## config.mk

```make
export PLATFORM = sky130hd
export DESIGN_NAME = nonce_scheduler
export DESIGN_NICKNAME = d
export VERILOG_FILES = /design/src/rtl/miner_pkg.sv /design/src/rtl/hash_target_compare.sv /design/src/rtl/nonce_scheduler.sv
export SDC_FILE = /design/constraint.sdc
export NUM_CORES = 1
export LEC_CHECK = 0
export BUFFER_PORTS_ARGS = -buffer_cell sky130_fd_sc_hd__buf_2
export CAP_MARGIN = 20
export CORE_AREA = 2 2 265 267
export DETAILED_ROUTE_END_ITERATION = 7
export DIE_AREA = 0 0 267 269
export GPL_ROUTABILITY_DRIVEN = 1
export PLACE_DENSITY_LB_ADDON = 0.25
export SKIP_LAST_GASP = 1
export SYNTH_ARGS = -nofsm -noshare
export SYNTH_HDL_FRONTEND = slang
export SYNTH_SLANG_ARGS = --single-unit
```

## constraint.sdc

```tcl
create_clock -name clock -period 2.4 [get_ports clock]
set_input_delay 0.36 -clock clock [delete_from_list [all_inputs] [get_ports clock]]
set_output_delay 0.36 -clock clock [all_outputs]
set_load 0.01 [all_outputs]
```

## src/rtl/miner_pkg.sv

```systemverilog
// ============================================================================
//  Module   : miner_pkg
//  Purpose  : Shared types and defaults for the SHA-256d miner control path.
//  Revision : 1.0 - initial release
// ============================================================================
`default_nettype none

package miner_pkg;

    localparam int NONCE_W_DEFAULT = 32;
    localparam int HASH_W_DEFAULT  = 256;
    localparam int TIMEOUT_DEFAULT = 4096;

    typedef enum logic [2:0] {
        ST_IDLE      = 3'd0,
        ST_ISSUE     = 3'd1,
        ST_WAIT      = 3'd2,
        ST_CHECK     = 3'd3,
        ST_FOUND     = 3'd4,
        ST_EXHAUSTED = 3'd5,
        ST_ERROR     = 3'd6
    } nonce_sched_state_e;

endpackage

`default_nettype wire

```

## src/rtl/hash_target_compare.sv

```systemverilog
// ============================================================================
//  Module   : hash_target_compare
//  Purpose  : Unsigned less-than between a returned hash and the target.
//             Purely combinational; the caller registers the result.
//  Revision : 1.0 - initial release
// ============================================================================
`default_nettype none

module hash_target_compare
    import miner_pkg::*;
#(
    parameter int HASH_W = HASH_W_DEFAULT
) (
    input  logic [HASH_W-1:0] hash,
    input  logic [HASH_W-1:0] target,
    output logic              less
);

    // A hit is a hash strictly below the threshold; equality is a miss.
    assign less = (hash < target);

endmodule

`default_nettype wire

```

## src/rtl/nonce_scheduler.sv

```systemverilog
// ============================================================================
//  Module   : nonce_scheduler
//  Purpose  : Walks a nonce range through the hash core one nonce at a time,
//             stopping on a hit, range exhaustion, abort or core timeout.
//  Revision : 1.0 - initial release
// ============================================================================
`default_nettype none

module nonce_scheduler
    import miner_pkg::*;
#(
    parameter int NONCE_W        = NONCE_W_DEFAULT,
    parameter int HASH_W         = HASH_W_DEFAULT,
    parameter int TIMEOUT_CYCLES = TIMEOUT_DEFAULT,
    parameter int CNT_W          = 32
) (
    input  logic               clock,
    input  logic               reset,
    input  logic               start,
    input  logic               abort,
    input  logic [NONCE_W-1:0] nonce_first,
    input  logic [NONCE_W-1:0] nonce_last,
    input  logic [HASH_W-1:0]  target,
    output logic               core_start,
    output logic [NONCE_W-1:0] core_nonce,
    input  logic               core_done,
    input  logic [HASH_W-1:0]  core_hash,
    output logic               busy,
    output logic               found,
    output logic               exhausted,
    output logic               error,
    output logic [NONCE_W-1:0] found_nonce,
    output logic [CNT_W-1:0]   hash_count
);

    // The counter only has to reach TIMEOUT_CYCLES-2: the ISSUE cycle plus
    // TIMEOUT_CYCLES-1 WAIT cycles put ERROR exactly TIMEOUT_CYCLES after core_start.
    localparam int                 c_TMO_W     = (TIMEOUT_CYCLES > 2) ? $clog2(TIMEOUT_CYCLES) : 1;
    localparam logic [c_TMO_W-1:0] c_TMO_LIMIT = c_TMO_W'(TIMEOUT_CYCLES - 2);

    nonce_sched_state_e r_state;
    nonce_sched_state_e w_stateNext;

    logic [NONCE_W-1:0] r_cur;
    logic [NONCE_W-1:0] r_last;
    logic [NONCE_W-1:0] r_foundNonce;
    logic [HASH_W-1:0]  r_target;
    logic               r_hit;
    logic [c_TMO_W-1:0] r_tmo;
    logic [CNT_W-1:0]   r_hashCount;

    logic               w_less;
    logic               w_canStart;
    logic               w_startOk;

    hash_target_compare #(
        .HASH_W (HASH_W)
    ) u_compare (
        .hash   (core_hash),
        .target (r_target),
        .less   (w_less)
    );

    assign w_canStart = (r_state == ST_IDLE)  || (r_state == ST_FOUND) ||
                        (r_state == ST_EXHAUSTED) || (r_state == ST_ERROR);
    assign w_startOk  = start && !abort && w_canStart;

    // State register.
    always_ff @(posedge clock) begin
        if (reset) begin
            r_state <= ST_IDLE;
        end else begin
            r_state <= w_stateNext;
        end
    end

    // Next-state logic; abort overrides every other transition.
    always_comb begin
        w_stateNext = r_state;
        if (abort) begin
            w_stateNext = ST_IDLE;
        end else begin
            case (r_state)
                ST_IDLE, ST_FOUND, ST_EXHAUSTED, ST_ERROR: begin
                    if (start) begin
                        w_stateNext = (nonce_first > nonce_last) ? ST_EXHAUSTED : ST_ISSUE;
                    end
                end
                ST_ISSUE: w_stateNext = ST_WAIT;
                ST_WAIT: begin
                    if (core_done) begin
                        w_stateNext = ST_CHECK;
                    end else if (r_tmo == c_TMO_LIMIT) begin
                        w_stateNext = ST_ERROR;
                    end
                end
                ST_CHECK: begin
                    if (r_hit) begin
                        w_stateNext = ST_FOUND;
                    end else if (r_cur == r_last) begin
                        w_stateNext = ST_EXHAUSTED;
                    end else begin
                        w_stateNext = ST_ISSUE;
                    end
                end
                default: w_stateNext = ST_IDLE;
            endcase
        end
    end

    // Status and core handshake outputs decoded from the state.
    always_comb begin
        core_start = 1'b0;
        busy       = 1'b0;
        found      = 1'b0;
        exhausted  = 1'b0;
        error      = 1'b0;
        case (r_state)
            ST_ISSUE:     begin core_start = 1'b1; busy = 1'b1; end
            ST_WAIT:      busy      = 1'b1;
            ST_CHECK:     busy      = 1'b1;
            ST_FOUND:     found     = 1'b1;
            ST_EXHAUSTED: exhausted = 1'b1;
            ST_ERROR:     error     = 1'b1;
            default:      ;
        endcase
    end

    // Range/target latch, nonce walk, timeout, hit capture and statistics.
    // Abort leaves this state untouched so hash_count and found_nonce survive.
    always_ff @(posedge clock) begin
        if (reset) begin
            r_cur        <= '0;
            r_last       <= '0;
            r_target     <= '0;
            r_foundNonce <= '0;
            r_hit        <= 1'b0;
            r_tmo        <= '0;
            r_hashCount  <= '0;
        end else if (w_startOk) begin
            r_cur       <= nonce_first;
            r_last      <= nonce_last;
            r_target    <= target;
            r_hit       <= 1'b0;
            r_hashCount <= '0;
        end else if (!abort) begin
            case (r_state)
                ST_ISSUE: r_tmo <= '0;
                ST_WAIT: begin
                    if (core_done) begin
                        r_hit <= w_less;
                        if (r_hashCount != {CNT_W{1'b1}}) begin
                            r_hashCount <= r_hashCount + 1'b1;
                        end
                    end else begin
                        r_tmo <= r_tmo + 1'b1;
                    end
                end
                ST_CHECK: begin
                    // Equality is tested before incrementing so the top of
                    // the nonce space never wraps back to zero.
                    if (r_hit) begin
                        r_foundNonce <= r_cur;
                    end else if (r_cur != r_last) begin
                        r_cur <= r_cur + 1'b1;
                    end
                end
                default: ;
            endcase
        end
    end

    assign core_nonce  = r_cur;
    assign found_nonce = r_foundNonce;
    assign hash_count  = r_hashCount;

endmodule

`default_nettype wire

```

==> flow_summary.toml <==
[outcome]
result_of_the_run = "finished, violations left"
failed_checks = "negative setup slack"

[worst_setup_path]
worst_setup_path_start_kind = "flop"
crit_buf_inv = 2
max_stage_delay_ps = 580
classification_of_the_worst_setup_path = "reg2reg"
cp.required_ps = 2880
cp_data_arrival_time_ps = 2890
crit_path_top_delay_cell = "or4_4"
worstPathMaxFanout = 2
cp_depth = 10
path_cells = "inv_1 > ha_1 > nand4_1 > or4_4 > nor4_4 > buf_4 > nand2_4 > nor3_4 > o21ai_2 > a32o_1"
endpoint_kind = "flop"
critical_path.top_delay_family = "simple AND/OR/NAND/NOR gates"
worst_r2r_path_depth = 10

[final_layout]
fraction_of_layout_instances_using_a_drive_strength_above_1_pct = 25.76
syn2layout_area_growth_pct = 45.52
fillerInstances = 6964
layout.cells.most_common_list = "nand2_1, buf_2, a21oi_1"
final_net_count = 4836
layout_commonest_cell = "nand2_1"

[route]
first_iter_violations = 1016
detail_route.wl_per_cell_um = 16.69
drt_first_pass_iters = 5
routed_via_density = 4.749
detailroute.via_count = 23590
drtAntennaViolNets = 0
detail_route.wirelength_um = 82880
route.detailed.drc = 0

[placed_design]
numPortBuffers = 681
place_hpwl_um = 62810
finalWeightedCongestion = 0.9182

[floorplan]
floorplan.io_pins = 682
die_area_mm2 = 0.07182
core.rowCount = 97
dieWidth_um = 267
initial_core_util_pct = 32.52
dieHeight_um = 269
core_region_area_mm2 = 0.06930

[sta]
period_needed_ps = 2419
max_freq_ghz = 0.4133
setup_viol = 1
final_max_slew_viol_count = 0
setup_tns_ps = -19.47
fin_worst_skew_ps = 32.49
worst-slew-pin-transition_ps = 1122
grt_setup_unrepaired = "yes"
slew_headroom_pct = 25.23
period_share_pct = 100.8
layout_setup_ws_ps = -19.47
final-hold-violation-count = 0

[global_route]
grt_antenna_before_repair = 45
grt_start_max_net_pins = 174
overflow = 0
grtUsageTotal_pct = 22.02
grt_first_pass_wirelength_um = 124200
number_of_global_route_vias_before_repair = 22920

[logic_synthesis]
syn-cell-area_mm2 = 0.02254
netlist-cell-type-count = 64
synth-edff-count = 0
synth.yosys.seq_area_share_pct = 35.53
synth_flop_cell = "dfxtp_1"
ys_ff_latch = 400
postSynth.asyncResetShare_pct = 0
synthCells = 2950
postSynthNetCount = 3822
synthesis.yosys.warnings = 0
synthesis.area_per_instance_um2 = 7.639

[worst_hold_path]
worstHoldPathCells = 3
hp-class = "in2reg"

[pwr]
p_total_w = 0.01806
power_density_mw_per_mm2 = 550.8
total_leakage_power_nw = 14.17
power.ir.vdd_worst_mv = 0.5845

[clocking]
clk_path_buf_depth = 3
path_clk_slew_ps = 60
worst_skew_pair.late_latency_ps = 610
clock_tree.root_cell = "clkbuf_16"
htree_num_levels = 2
clock_sink_count = 400
cts_inserted_buffers = 50
tritoncts = "done"

[run]
max_cap_viol_count = 0
synthesized netlist by cell type (all sizes together), types with 8 or more instances:
master    n  area share (%)
clkbuf  108             1.8
dfxtp   400              36
nand3    43            0.95
a21o     50             1.7
ha      291              16
o21ai    64             1.4
a221oi    8            0.31
a21oi   425             9.4
a311oi   14            0.54
nand2b    8            0.22
a211oi   34             1.1
and3     13            0.36
inv     308             5.1
nor4     19            0.65
and4     10            0.40
nor2    124             2.1
xnor2    21            0.82
nor3     28            0.76
buf      23            0.58
xor2     61             2.4
nand4    70             2.0
nand2   734              12
or3      23            0.64
o211ai   11            0.37
power breakdown:
group / internal, W / switching, W
clock: 0.00448 / 0.00311
combinational: 0.00165 / 0.00173
sequential: 0.00693 / 0.000163
total: 0.0131 / 0.00501
worst register-to-register path, stage by stage, from the launching register on:
cell and delay [ps]:
dfxtp_2 320, inv_1 40, ha_1 300, nand4_1 160, or4_4 580, nor4_4 270
buf_4 160, nand2_4 60, nor3_4 170, o21ai_2 70, a32o_1 190
flip-flops by register name, indices dropped and copies added (netlist names):
name	flops
r_tmo	12
r_state	3
r_target	256
r_hit	1
r_last	32
core_nonce	32
found_nonce	32
hash_count	32
final cells by class:
| class | count | area [um^2] | area share [%] |
|---|---|---|---|
| Inverter | 308 | 1160 | 3.537 |
| Multi-Input combinational cell | 2111 | 13370 | 40.77 |
| Clock buffer | 78 | 1536 | 4.685 |
| Timing Repair Buffer | 1093 | 7358 | 22.44 |
| Sequential cell | 400 | 8029 | 24.48 |
| Clock inverter | 12 | 103.9 | 0.3167 |
| Tap cell | 940 | 1176 | 3.586 |
| Antenna cell | 24 | 60.06 | 0.1831 |
stage by stage:
step	hold slack [ps]	area, um^2	setup slack (ps)	utilization, %	instances
final	38.13	32790	-19.47	47.32	4966
after global routing	18.05	32770	-123.1	47.29	4957
after CTS	0.09648	32280	-24.77	46.58	4936
after detailed placement	443.1	27940	-512.6	40.31	4590
after global placement	440.0	27940	-417.4	40.31	4590
after floorplan	436.3	22540	219.6	-	2950
routing by layer:
layer	share of wire, %	track usage, %	wire length [um]
met5	0.31	0	257
met4	3.1	7.896	2560
met3	7.8	6.886	6468
met2	48	37.79	39420
met1	41	25.82	34170
final timing paths:
path,from,to,slack [ps]
worst min-delay path,target[233],r_target[233],40
worst max register to register,r_target[175],r_hit,-20
worst min register to register,found_nonce[2],found_nonce[2],450
worst max-delay path,r_target[175],r_hit,-20
logic make-up after synthesis:
logic type / after synthesis / synth area share [%]
adders and majority gates: 291 / 16.16
xor gates and xnor gates: 82 / 3.187
muxes: 4 / 0.1777
and+or+nand+nor: 1094 / 21.08
buffers and inverters: 439 / 7.512
DFF: 400 / 35.53
AOI/OAI and AO/OA: 640 / 16.35
timing repair:
item                       4_1_cts  5_1_grt
pin swaps                       13       37
setup endpoints to repair        5       20
setup buffers                    0        6
hold buffers                   257        0
gates resized for setup         32       80
hold endpoints to repair       257        0
(Power assumes the default switching activity.)
